## config.mk

```make
export PLATFORM = sky130hd
export DESIGN_NAME = cr_lsu_split_ctrl_flat
export DESIGN_NICKNAME = d
export VERILOG_FILES = /design/src/rtl/cr_lsu_pkg.sv /design/src/rtl/cr_lsu_split_ctrl_if.sv /design/src/rtl/cr_lsu_split_lane.sv /design/src/rtl/cr_lsu_split_ctrl.sv /design/src/flat_wrapper.sv
export SDC_FILE = /design/constraint.sdc
export NUM_CORES = 1
export LEC_CHECK = 0
export BUFFER_PORTS_ARGS = -buffer_cell sky130_fd_sc_hd__buf_2
export CAP_MARGIN = 20
export CORE_MARGIN = 2
export CORE_UTILIZATION = 40
export DETAILED_ROUTE_END_ITERATION = 7
export PLACE_DENSITY_LB_ADDON = 0.2
export SYNTH_ARGS = -nofsm -noshare
export SYNTH_HDL_FRONTEND = slang
export SYNTH_SLANG_ARGS = --single-unit
```

## constraint.sdc

```tcl
create_clock -name forever_cpuclk -period 5.91 [get_ports forever_cpuclk]
set_clock_uncertainty 0.1 [all_clocks]
set_input_delay 0.591 -clock forever_cpuclk [delete_from_list [all_inputs] [get_ports forever_cpuclk]]
set_output_delay 0.591 -clock forever_cpuclk [all_outputs]
set_load 0.01 [all_outputs]
```

## src/rtl/cr_lsu_pkg.sv

```systemverilog
// Shared definitions for the LSU split-access sequencer: access size codes,
// FSM state encodings and byte-lane mask helpers.
package cr_lsu_pkg;

  typedef enum logic [1:0] {
    SIZE_BYTE = 2'b00,
    SIZE_HALF = 2'b01,
    SIZE_WORD = 2'b10,
    SIZE_RSVD = 2'b11
  } lsu_size_e;

  typedef enum logic [2:0] {
    ST_IDLE   = 3'd0,
    ST_B1_REQ = 3'd1,
    ST_B1_RSP = 3'd2,
    ST_B2_REQ = 3'd3,
    ST_B2_RSP = 3'd4
  } split_state_e;

  // Access length in bytes; the reserved size code behaves as a word.
  function automatic logic [2:0] size_bytes(input logic [1:0] size);
    case (lsu_size_e'(size))
      SIZE_BYTE: return 3'd1;
      SIZE_HALF: return 3'd2;
      default:   return 3'd4;
    endcase
  endfunction

  // Contiguous low-order byte mask covering n bytes (n = 0..4).
  function automatic logic [3:0] mask(input logic [2:0] n);
    case (n)
      3'd0:    return 4'b0000;
      3'd1:    return 4'b0001;
      3'd2:    return 4'b0011;
      3'd3:    return 4'b0111;
      default: return 4'b1111;
    endcase
  endfunction

  function automatic logic crosses(input logic [1:0] off, input logic [1:0] size);
    return ({1'b0, off} + size_bytes(size)) > 3'd4;
  endfunction

endpackage

```

## src/rtl/cr_lsu_split_ctrl_if.sv

```systemverilog
// LSU EX request, aligned bus beat and LSU response signals of the split sequencer.
// The master modport is the sequencer's view; slave is the surrounding LSU/BIU view.
interface cr_lsu_split_ctrl_if #(
  parameter int unsigned ADDR_W = 32
);
  logic              ex_req_vld;
  logic              ex_req_rdy;
  logic [ADDR_W-1:0] ex_req_addr;
  logic [1:0]        ex_req_size;
  logic              ex_req_store;
  logic [31:0]       ex_req_wdata;

  logic              bus_req_vld;
  logic              bus_req_grnt;
  logic [ADDR_W-1:0] bus_req_addr;
  logic [3:0]        bus_req_be;
  logic              bus_req_store;
  logic [31:0]       bus_req_wdata;
  logic              bus_rsp_vld;
  logic              bus_rsp_err;
  logic [31:0]       bus_rsp_rdata;

  logic              lsu_rsp_vld;
  logic              lsu_rsp_err;
  logic [31:0]       lsu_rsp_rdata;
  logic              split_on;
  logic              ctrl_stall;

  modport master (
    input  ex_req_vld, ex_req_addr, ex_req_size, ex_req_store, ex_req_wdata,
    output ex_req_rdy,
    output bus_req_vld, bus_req_addr, bus_req_be, bus_req_store, bus_req_wdata,
    input  bus_req_grnt, bus_rsp_vld, bus_rsp_err, bus_rsp_rdata,
    output lsu_rsp_vld, lsu_rsp_err, lsu_rsp_rdata, split_on, ctrl_stall
  );

  modport slave (
    output ex_req_vld, ex_req_addr, ex_req_size, ex_req_store, ex_req_wdata,
    input  ex_req_rdy,
    input  bus_req_vld, bus_req_addr, bus_req_be, bus_req_store, bus_req_wdata,
    output bus_req_grnt, bus_rsp_vld, bus_rsp_err, bus_rsp_rdata,
    input  lsu_rsp_vld, lsu_rsp_err, lsu_rsp_rdata, split_on, ctrl_stall
  );
endinterface

```

## src/rtl/cr_lsu_split_lane.sv

```systemverilog
// Combinational byte-lane steering for one beat: byte enables, store rotation,
// load rotation and merge of the two beats into a right-justified result.
module cr_lsu_split_lane
  import cr_lsu_pkg::*;
(
  input  logic [1:0]  off,
  input  logic [1:0]  size,
  input  logic        beat2,
  input  logic [31:0] wdata,
  input  logic [31:0] rdata,
  input  logic [31:0] hold,
  output logic [3:0]  be,
  output logic [31:0] wdata_rot,
  output logic [31:0] rdata_rot,
  output logic [31:0] rdata_merged
);

  logic [2:0] n;
  logic [2:0] span;
  logic [2:0] lo_bytes;
  logic [2:0] idx;

  // NOTE: every signal written here gets a value before any branch, so no latch is inferred.
  always_comb begin
    n            = size_bytes(size);
    span         = {1'b0, off} + n;
    lo_bytes     = 3'd4 - {1'b0, off};
    idx          = 3'd0;
    rdata_merged = '0;

    // Beat 2 always starts at lane 0 and carries the bytes that spilled over.
    be = beat2 ? mask(span - 3'd4) : mask(n) << off;

    case (off)
      2'd0:    wdata_rot = wdata;
      2'd1:    wdata_rot = {wdata[23:0], wdata[31:24]};
      2'd2:    wdata_rot = {wdata[15:0], wdata[31:16]};
      default: wdata_rot = {wdata[7:0],  wdata[31:8]};
    endcase

    case (off)
      2'd0:    rdata_rot = rdata;
      2'd1:    rdata_rot = {rdata[7:0],  rdata[31:8]};
      2'd2:    rdata_rot = {rdata[15:0], rdata[31:16]};
      default: rdata_rot = {rdata[23:0], rdata[31:24]};
    endcase

    // Low bytes come from the first beat's hold register when the access was split.
    for (int i = 0; i < 4; i++) begin
      idx = 3'(i);
      if (idx < n) begin
        rdata_merged[8*i +: 8] = (beat2 && (idx < lo_bytes)) ? hold[8*i +: 8]
                                                             : rdata_rot[8*i +: 8];
      end
    end
  end

endmodule

```

## src/rtl/cr_lsu_split_ctrl.sv

```systemverilog
// Misaligned LSU access sequencer: issues one or two aligned bus beats per EX
// request, merges load beats and owns split_on/ctrl_stall toward the IU.
module cr_lsu_split_ctrl
  import cr_lsu_pkg::*;
#(
  parameter int unsigned ADDR_W = 32
) (
  input  logic                  forever_cpuclk,
  input  logic                  cpurst_b,
  cr_lsu_split_ctrl_if.master   lsu_if
);

  split_state_e      state_q, state_d;
  logic [ADDR_W-1:0] addr_q;
  logic [1:0]        size_q;
  logic              store_q;
  logic [31:0]       wdata_q;
  logic              cross_q;
  logic [31:0]       hold_q;
  logic              rsp_vld_q;
  logic              rsp_err_q;
  logic [31:0]       rsp_rdata_q;

  logic              accept;
  logic              capture_hold;
  logic              finish;
  logic              beat2;
  logic              bus_vld;
  logic [ADDR_W-1:0] beat_addr;
  logic [3:0]        lane_be;
  logic [31:0]       lane_wdata;
  logic [31:0]       lane_rdata_rot;
  logic [31:0]       lane_rdata_merged;

  cr_lsu_split_lane u_lane (
    .off          (addr_q[1:0]),
    .size         (size_q),
    .beat2        (beat2),
    .wdata        (wdata_q),
    .rdata        (lsu_if.bus_rsp_rdata),
    .hold         (hold_q),
    .be           (lane_be),
    .wdata_rot    (lane_wdata),
    .rdata_rot    (lane_rdata_rot),
    .rdata_merged (lane_rdata_merged)
  );

  always_comb begin
    state_d      = state_q;
    accept       = 1'b0;
    capture_hold = 1'b0;
    finish       = 1'b0;
    case (state_q)
      ST_IDLE: begin
        if (lsu_if.ex_req_vld) begin
          accept  = 1'b1;
          state_d = ST_B1_REQ;
        end
      end
      ST_B1_REQ: if (lsu_if.bus_req_grnt) state_d = ST_B1_RSP;
      ST_B1_RSP: begin
        if (lsu_if.bus_rsp_vld) begin
          // A failed first beat abandons the second one.
          if (lsu_if.bus_rsp_err || !cross_q) begin
            finish  = 1'b1;
            state_d = ST_IDLE;
          end else begin
            capture_hold = 1'b1;
            state_d      = ST_B2_REQ;
          end
        end
      end
      ST_B2_REQ: if (lsu_if.bus_req_grnt) state_d = ST_B2_RSP;
      ST_B2_RSP: begin
        if (lsu_if.bus_rsp_vld) begin
          finish  = 1'b1;
          state_d = ST_IDLE;
        end
      end
      default: state_d = ST_IDLE;
    endcase
  end

  // NOTE: sequential state uses non-blocking assignments so every register samples pre-edge values.
  always_ff @(posedge forever_cpuclk or negedge cpurst_b) begin
    if (!cpurst_b) begin
      state_q     <= ST_IDLE;
      addr_q      <= '0;
      size_q      <= '0;
      store_q     <= 1'b0;
      wdata_q     <= '0;
      cross_q     <= 1'b0;
      hold_q      <= '0;
      rsp_vld_q   <= 1'b0;
      rsp_err_q   <= 1'b0;
      rsp_rdata_q <= '0;
    end else begin
      state_q   <= state_d;
      rsp_vld_q <= finish;
      rsp_err_q <= finish && lsu_if.bus_rsp_err;
      // Errored accesses and stores return zero data.
      rsp_rdata_q <= (finish && !lsu_if.bus_rsp_err && !store_q) ? lane_rdata_merged : '0;
      if (accept) begin
        addr_q  <= lsu_if.ex_req_addr;
        size_q  <= lsu_if.ex_req_size;
        store_q <= lsu_if.ex_req_store;
        wdata_q <= lsu_if.ex_req_wdata;
        cross_q <= crosses(lsu_if.ex_req_addr[1:0], lsu_if.ex_req_size);
      end
      if (capture_hold) hold_q <= lane_rdata_rot;
    end
  end

  assign beat2     = (state_q == ST_B2_REQ) || (state_q == ST_B2_RSP);
  assign bus_vld   = (state_q == ST_B1_REQ) || (state_q == ST_B2_REQ);
  assign beat_addr = {addr_q[ADDR_W-1:2], 2'b00} + (beat2 ? ADDR_W'(4) : ADDR_W'(0));

  assign lsu_if.ex_req_rdy     = (state_q == ST_IDLE);
  assign lsu_if.bus_req_vld    = bus_vld;
  assign lsu_if.bus_req_addr   = bus_vld ? beat_addr : '0;
  assign lsu_if.bus_req_be     = bus_vld ? lane_be : 4'b0000;
  assign lsu_if.bus_req_store  = bus_vld && store_q;
  assign lsu_if.bus_req_wdata  = (bus_vld && store_q) ? lane_wdata : '0;
  assign lsu_if.lsu_rsp_vld    = rsp_vld_q;
  assign lsu_if.lsu_rsp_err    = rsp_err_q;
  assign lsu_if.lsu_rsp_rdata  = rsp_rdata_q;
  assign lsu_if.ctrl_stall     = (state_q != ST_IDLE) || rsp_vld_q;
  assign lsu_if.split_on       = cross_q && lsu_if.ctrl_stall;

endmodule

```

## src/flat_wrapper.sv

```systemverilog
// flat-port wrapper written by rule: the top's interface ports become plain ports
module cr_lsu_split_ctrl_flat import cr_lsu_pkg::*;
#(
  parameter int unsigned ADDR_W = 32
)
  (forever_cpuclk, cpurst_b, lsu_if_ex_req_vld, lsu_if_ex_req_addr, lsu_if_ex_req_size, lsu_if_ex_req_store, lsu_if_ex_req_wdata, lsu_if_ex_req_rdy, lsu_if_bus_req_vld, lsu_if_bus_req_addr, lsu_if_bus_req_be, lsu_if_bus_req_store, lsu_if_bus_req_wdata, lsu_if_bus_req_grnt, lsu_if_bus_rsp_vld, lsu_if_bus_rsp_err, lsu_if_bus_rsp_rdata, lsu_if_lsu_rsp_vld, lsu_if_lsu_rsp_err, lsu_if_lsu_rsp_rdata, lsu_if_split_on, lsu_if_ctrl_stall);
  cr_lsu_split_ctrl_if #(.ADDR_W(ADDR_W)) lsu_if_i ();
  input  logic forever_cpuclk;
  input  logic cpurst_b;
  input wire logic [$bits(lsu_if_i.ex_req_vld)-1:0] lsu_if_ex_req_vld;
  input wire logic [$bits(lsu_if_i.ex_req_addr)-1:0] lsu_if_ex_req_addr;
  input wire logic [$bits(lsu_if_i.ex_req_size)-1:0] lsu_if_ex_req_size;
  input wire logic [$bits(lsu_if_i.ex_req_store)-1:0] lsu_if_ex_req_store;
  input wire logic [$bits(lsu_if_i.ex_req_wdata)-1:0] lsu_if_ex_req_wdata;
  output wire logic [$bits(lsu_if_i.ex_req_rdy)-1:0] lsu_if_ex_req_rdy;
  output wire logic [$bits(lsu_if_i.bus_req_vld)-1:0] lsu_if_bus_req_vld;
  output wire logic [$bits(lsu_if_i.bus_req_addr)-1:0] lsu_if_bus_req_addr;
  output wire logic [$bits(lsu_if_i.bus_req_be)-1:0] lsu_if_bus_req_be;
  output wire logic [$bits(lsu_if_i.bus_req_store)-1:0] lsu_if_bus_req_store;
  output wire logic [$bits(lsu_if_i.bus_req_wdata)-1:0] lsu_if_bus_req_wdata;
  input wire logic [$bits(lsu_if_i.bus_req_grnt)-1:0] lsu_if_bus_req_grnt;
  input wire logic [$bits(lsu_if_i.bus_rsp_vld)-1:0] lsu_if_bus_rsp_vld;
  input wire logic [$bits(lsu_if_i.bus_rsp_err)-1:0] lsu_if_bus_rsp_err;
  input wire logic [$bits(lsu_if_i.bus_rsp_rdata)-1:0] lsu_if_bus_rsp_rdata;
  output wire logic [$bits(lsu_if_i.lsu_rsp_vld)-1:0] lsu_if_lsu_rsp_vld;
  output wire logic [$bits(lsu_if_i.lsu_rsp_err)-1:0] lsu_if_lsu_rsp_err;
  output wire logic [$bits(lsu_if_i.lsu_rsp_rdata)-1:0] lsu_if_lsu_rsp_rdata;
  output wire logic [$bits(lsu_if_i.split_on)-1:0] lsu_if_split_on;
  output wire logic [$bits(lsu_if_i.ctrl_stall)-1:0] lsu_if_ctrl_stall;
  assign lsu_if_i.ex_req_vld = lsu_if_ex_req_vld;
  assign lsu_if_i.ex_req_addr = lsu_if_ex_req_addr;
  assign lsu_if_i.ex_req_size = lsu_if_ex_req_size;
  assign lsu_if_i.ex_req_store = lsu_if_ex_req_store;
  assign lsu_if_i.ex_req_wdata = lsu_if_ex_req_wdata;
  assign lsu_if_ex_req_rdy = lsu_if_i.ex_req_rdy;
  assign lsu_if_bus_req_vld = lsu_if_i.bus_req_vld;
  assign lsu_if_bus_req_addr = lsu_if_i.bus_req_addr;
  assign lsu_if_bus_req_be = lsu_if_i.bus_req_be;
  assign lsu_if_bus_req_store = lsu_if_i.bus_req_store;
  assign lsu_if_bus_req_wdata = lsu_if_i.bus_req_wdata;
  assign lsu_if_i.bus_req_grnt = lsu_if_bus_req_grnt;
  assign lsu_if_i.bus_rsp_vld = lsu_if_bus_rsp_vld;
  assign lsu_if_i.bus_rsp_err = lsu_if_bus_rsp_err;
  assign lsu_if_i.bus_rsp_rdata = lsu_if_bus_rsp_rdata;
  assign lsu_if_lsu_rsp_vld = lsu_if_i.lsu_rsp_vld;
  assign lsu_if_lsu_rsp_err = lsu_if_i.lsu_rsp_err;
  assign lsu_if_lsu_rsp_rdata = lsu_if_i.lsu_rsp_rdata;
  assign lsu_if_split_on = lsu_if_i.split_on;
  assign lsu_if_ctrl_stall = lsu_if_i.ctrl_stall;
  cr_lsu_split_ctrl #(.ADDR_W(ADDR_W)) u_core (.forever_cpuclk(forever_cpuclk), .cpurst_b(cpurst_b), .lsu_if(lsu_if_i));
endmodule
```

After elaboration in Yosys (flattened, before gate mapping)

Cells that the tools add are included.

Add/subtract/negate cells: 5
$lt $le $gt $ge: 9
Eq/ne operators: 19
Shift-type cells: 1
Multiplexer cells: 37
Reduce and logical (&&, ||, !) cells: 24

Operators with widths:

| kind                                                                        | count |
|---|---|
| 32-bit one-hot mux with 3 select lines                                      | 2 |
| 32-bit 2-to-1 mux                                                           | 3 |
| 8-bit 2-to-1 mux                                                            | 8 |
| 32-bit adder                                                                | 1 |
| 4-bit one-hot mux with 4 select lines                                       | 2 |
| 3-bit 2-to-1 mux                                                            | 7 |
| 3-bit by 2-bit equality test with 1-bit output, second input constant       | 6 |
| 3-bit one-hot mux with 5 select lines                                       | 1 |
| 1-bit by 3-bit less-than comparator with 1-bit output, first input constant | 4 |
| 2-bit by 3-bit less-than comparator with 1-bit output, first input constant | 4 |
| 3-bit one-hot mux with 2 select lines                                       | 2 |
| 2-bit != test, second input constant                                        | 5 |
| 3-bit by 1-bit equality test with 1-bit output, second input constant       | 3 |
| 1-bit logical AND                                                           | 9 |
| 3-bit logical NOT                                                           | 3 |
| 1-bit 2-to-1 mux                                                            | 8 |
| 4-bit 2-to-1 mux                                                            | 2 |
| 2-bit by 3-bit adder with 3-bit output                                      | 2 |
| 2-bit by 1-bit equality test with 1-bit output, second input constant       | 3 |
| 2-bit logical NOT                                                           | 3 |
| 5-bit AND reduction                                                         | 1 |
| 1-bit logical OR                                                            | 4 |
| 4-bit by 2-bit left shift with 4-bit output                                 | 1 |
| 3-bit equality test, second input constant                                  | 1 |
| 8 further kinds                                                             | 10 |

Bits in registers: 137
Bits of input ports: 105
Output and inout bits: 107
Word-level logic and storage cells: 105

Logic depth before layout (Yosys ltp)

Depth in word-level cells: 8
Gate-level depth with buffers: 11
Mapped depth without buffers: 8

By module

Synthesis repeated with hierarchy kept, for this count alone.

Cell total of the unflattened synthesis: 828
Area, all modules: 8375.5 um^2

Modules (own cells, without submodules):

| module            | instances | cells each | area an instance (um^2) | seq. area each (um^2) |
|---|---|---|---|---|
| cr_lsu_split_ctrl | 1         | 631        | 6112.1                  | 3428.3 |
| cr_lsu_split_lane | 1         | 197        | 2263.4                  | 0.0 |

Worst setup path after synthesis

Ideal clock, no wire load.

Kind: register to output
Start point: reg u_core.state_q[2]
End point: out lsu_if_bus_req_addr[18]
Data arrival time: 2902 ps
Data required time: 5219 ps
Path slack: 2317 ps
Stages on the path, launching flop included: 12
Buffers on the path: 3
Cell sequence: dfrtp_1 -> clkbuf_1 -> nor3b_1 -> or2_2 -> buf_2 -> buf_2 -> ha_1 -> ha_1 -> nand4_1 -> nor4_1 -> nand4_1 -> mux2i_1

Longest elaborated chain between the ends: 5
Elaborated cells on any way between the ends: 8
Classes of those cells: add/sub (1); eq/ne (3); mux (2); reduce/logical (2)

Ends and longest elaborated chain:

| item                                                                                         | RTL line                                           | text |
|---|---|---|
| from (decl)                                                                                  | cr_lsu_split_ctrl.sv:13                            | `split_state_e state_q, state_d;` |
| from (signal assigned)                                                                       | cr_lsu_split_ctrl.sv:98                            | `state_q <= state_d;` |
| 3-bit by 2-bit equality test with 1-bit output / 3-bit equality test (equally long branches) | cr_lsu_split_ctrl.sv:114, cr_lsu_split_ctrl.sv:115 |  |
| 1-bit logical OR                                                                             | cr_lsu_split_ctrl.sv:114                           | `assign beat2 = (state_q == ST_B2_REQ) \|\| (state_q == ST_B2_RSP);` |
| 3-bit 2-to-1 mux                                                                             | cr_lsu_split_ctrl.sv:116                           | `assign beat_addr = {addr_q[ADDR_W-1:2], 2'b00} + (beat2 ? ADDR_W'(4) : ADDR_W'(0));` |
| 32-bit adder                                                                                 | cr_lsu_split_ctrl.sv:116                           |  |
| 32-bit 2-to-1 mux (*)                                                                        | cr_lsu_split_ctrl.sv:120                           | `assign lsu_if.bus_req_addr = bus_vld ? beat_addr : '0;` |
| to (decl)                                                                                    | flat_wrapper.sv:17                                 | `output wire logic [$bits(lsu_if_i.bus_req_addr)-1:0] lsu_if_bus_req_addr;` |

Every way passes the cells marked *; elsewhere a longest branch is shown, timed or not.

Worst setup path in the final report

Start point: reg u_core.state_q[1]
End point: out lsu_if_bus_req_addr[16]

The elaborated chain is that of the path after synthesis.

==> qor.yml <==
hold_class: "in -> async"
grt_pass1_wl_um: 33500
tightest_slew_ns: 0.977
async_flop_share: 1.00
wl_um: 20700
final_cell_mix: "buf_2 (208), dfrtp_1 (135), mux2_2 (96)"
cap_violations: 0
arrival_ns: 3.99
root_buffer: "clkbuf_16"
rows: 52
hold_violations: 0
timing.rr.start: "u_core.addr_q[0]"
grt_antenna_before_repair: 3
postCtsSetupBuffers: 0
nNetsFinal: 962
final_common_cell: "buf_2"
drc_errors: 0
overflow: 0
synth_edf_count: 0
peakVddDrop_v: 0.000232
synth_seq_area_share: 0.424
synthFlopType: "dfrtp_1"
core_um2: 20000
multiInputGateArea_um2: 4380
avgSynthCellArea_um2: 12.1
timing.final.crit_share: 0.792
tritoncts: "done"
start_kind: "flop"
syn_inst: 666
initial_core_util: 0.404
cts_resized: 0
grt_pass1_vias: 6055
vias_per_cell: 5.57
ff_latch_area_um2: 3440
n_fill_cell: 1854
setup_tns_ns: 0
synth-seq-cells: 137
drtPass1Iterations: 5
dp_slack_ns: 1.73
synth_cell_types: 46
cts_sinks: 137
ant_nets: 0
setup_slack_ns: 1.23
maxSlewViolCount: 0
cp-end-kind: "output port"
drive_above_1_share: 0.481
powerDensity_nw_per_um2: 540
syn_area_um2: 8090
clock_latency_ns: 0.42
place_hpwl_um: 14300
worstPathRequired_ns: 5.22
fmax_mhz: 214
io_pins: 212
drt_iter0_drc: 301
setup_violations: 0
clk_path_buf_depth: 2
routabilityCongestion: 0.844
ys_warn_count: 0
grt_setup_unrepaired: "false"
startpoint: "u_core.state_q[1]"
vias: 6320
die_y_um: 146
cts_buffers: 17
h-tree-depth: 4
hold_buffers: 0
status: "finished clean"
cp_max_fo: 28
relSlewSlack: 0.348
grt_usage: 0.199
finalPower_mw: 5.36
cts.clk_slew.worst_paths_ns: 0.06
post_drt_wl_per_cell_um: 18.3
period_minus_slack_ns: 4.68
crit_type: "reg -> out"
die_w_um: 146
grt_max_degree: 97
area_growth_syn_to_layout_pct: 22.9
dieArea_um2: 21400
p_leak_nw: 4.60
portBuffers: 209
-- layer usage --
| layer | global-route usage | vias up | share of wire |
|---|---|---|---|
| li1 | - | 2885 | - |
| met3 | 0.0634 | 27 | 0.079 |
| met5 | 0 | - | 0.0013 |
| met1 | 0.271 | 3201 | 0.43 |
| met4 | 0.0684 | 4 | 0.019 |
| met2 | 0.303 | 203 | 0.47 |
-- final cells by class --
type                            count  share of cell area
Antenna cell                        2            0.000504
Inverter                           13             0.00491
Clock buffer                       17              0.0428
Sequential cell                   137               0.346
Tap cell                          270              0.0340
Timing Repair Buffer              215               0.112
Clock inverter                     15              0.0184
Multi-Input combinational cell    465               0.441
-- cells by family after synthesis --
family	count (synthesis)	share of synthesized area
AOI/OAI and AO/OA	70	0.0498
xor gates and xnor gates	13	0.0141
adders and majority gates	8	0.0142
buffers and inverters	65	0.0348
DFF	137	0.424
muxes	177	0.333
other	1	0.000464
and+or+nand+nor	195	0.130
-- worst paths after layout --
kind,endpoint,slack (ns),depth (start not counted)
min in group forever_cpuclk,u_core.addr_q[22],0.27,3
min reg2reg,u_core.hold_q[3],0.40,1
max in group asynchronous,u_core.addr_q[0],4.39,2
max reg2reg,u_core.hold_q[30],3.38,3
max,lsu_if_bus_req_addr[16],1.23,9
min,u_core.lsu_if.lsu_rsp_rdata[3],0.15,1
-- Yosys cell counts (all sizes together), types with 10 or more instances --
cell | n | area share
a21oi | 35 | 0.022
o21ai | 16 | 0.0099
clkbuf | 24 | 0.011
mux2i | 17 | 0.021
mux4 | 64 | 0.18
or4 | 10 | 0.0097
and3 | 37 | 0.029
buf | 28 | 0.018
inv | 13 | 0.0060
nand2 | 35 | 0.016
nor2 | 34 | 0.016
nand2b | 10 | 0.0077
mux2 | 96 | 0.13
dfrtp | 137 | 0.42
nand4 | 11 | 0.0093
nand3 | 27 | 0.017
-- worst max-delay path, cell delays in order, from the launching register on --
cell	delay, ns
dfrtp_1	0.50
nor3b_1	0.40
or2_2	0.64
ha_1	0.31
ha_1	0.27
nand4_1	0.21
nor4_1	0.71
a21oi_1	0.16
a31o_2	0.24
buf_2	0.13
-- registers in the layout, indices dropped and copies added, names as in the netlist --
name,cells
u_core.lsu_if.lsu_rsp_vld,1
u_core.wdata_q,32
u_core.state_q,3
u_core.store_q,1
u_core.cross_q,1
u_core.addr_q,32
u_core.lsu_if.lsu_rsp_rdata,32
u_core.hold_q,32
u_core.size_q,2
u_core.lsu_if.lsu_rsp_err,1
-- report_power, final --
group          internal (mW)  switching (mW)  total, mW
Clock                  0.638           0.461       1.10
Sequential              1.30           0.465       1.76
Combinational           1.37            1.13       2.50
-- through the flow --
stage,std cells,utilization,hold WS [ns],area [µm²]
global route,1132,0.496,0.223,9930
floorplan,667,-,0.195,8090
finish,1134,0.496,0.151,9940
global placement,1099,0.464,0.386,9300
detailed placement,1099,0.464,0.393,9300
CTS,1131,0.494,0.208,9900
(Power assumes the default switching activity.)
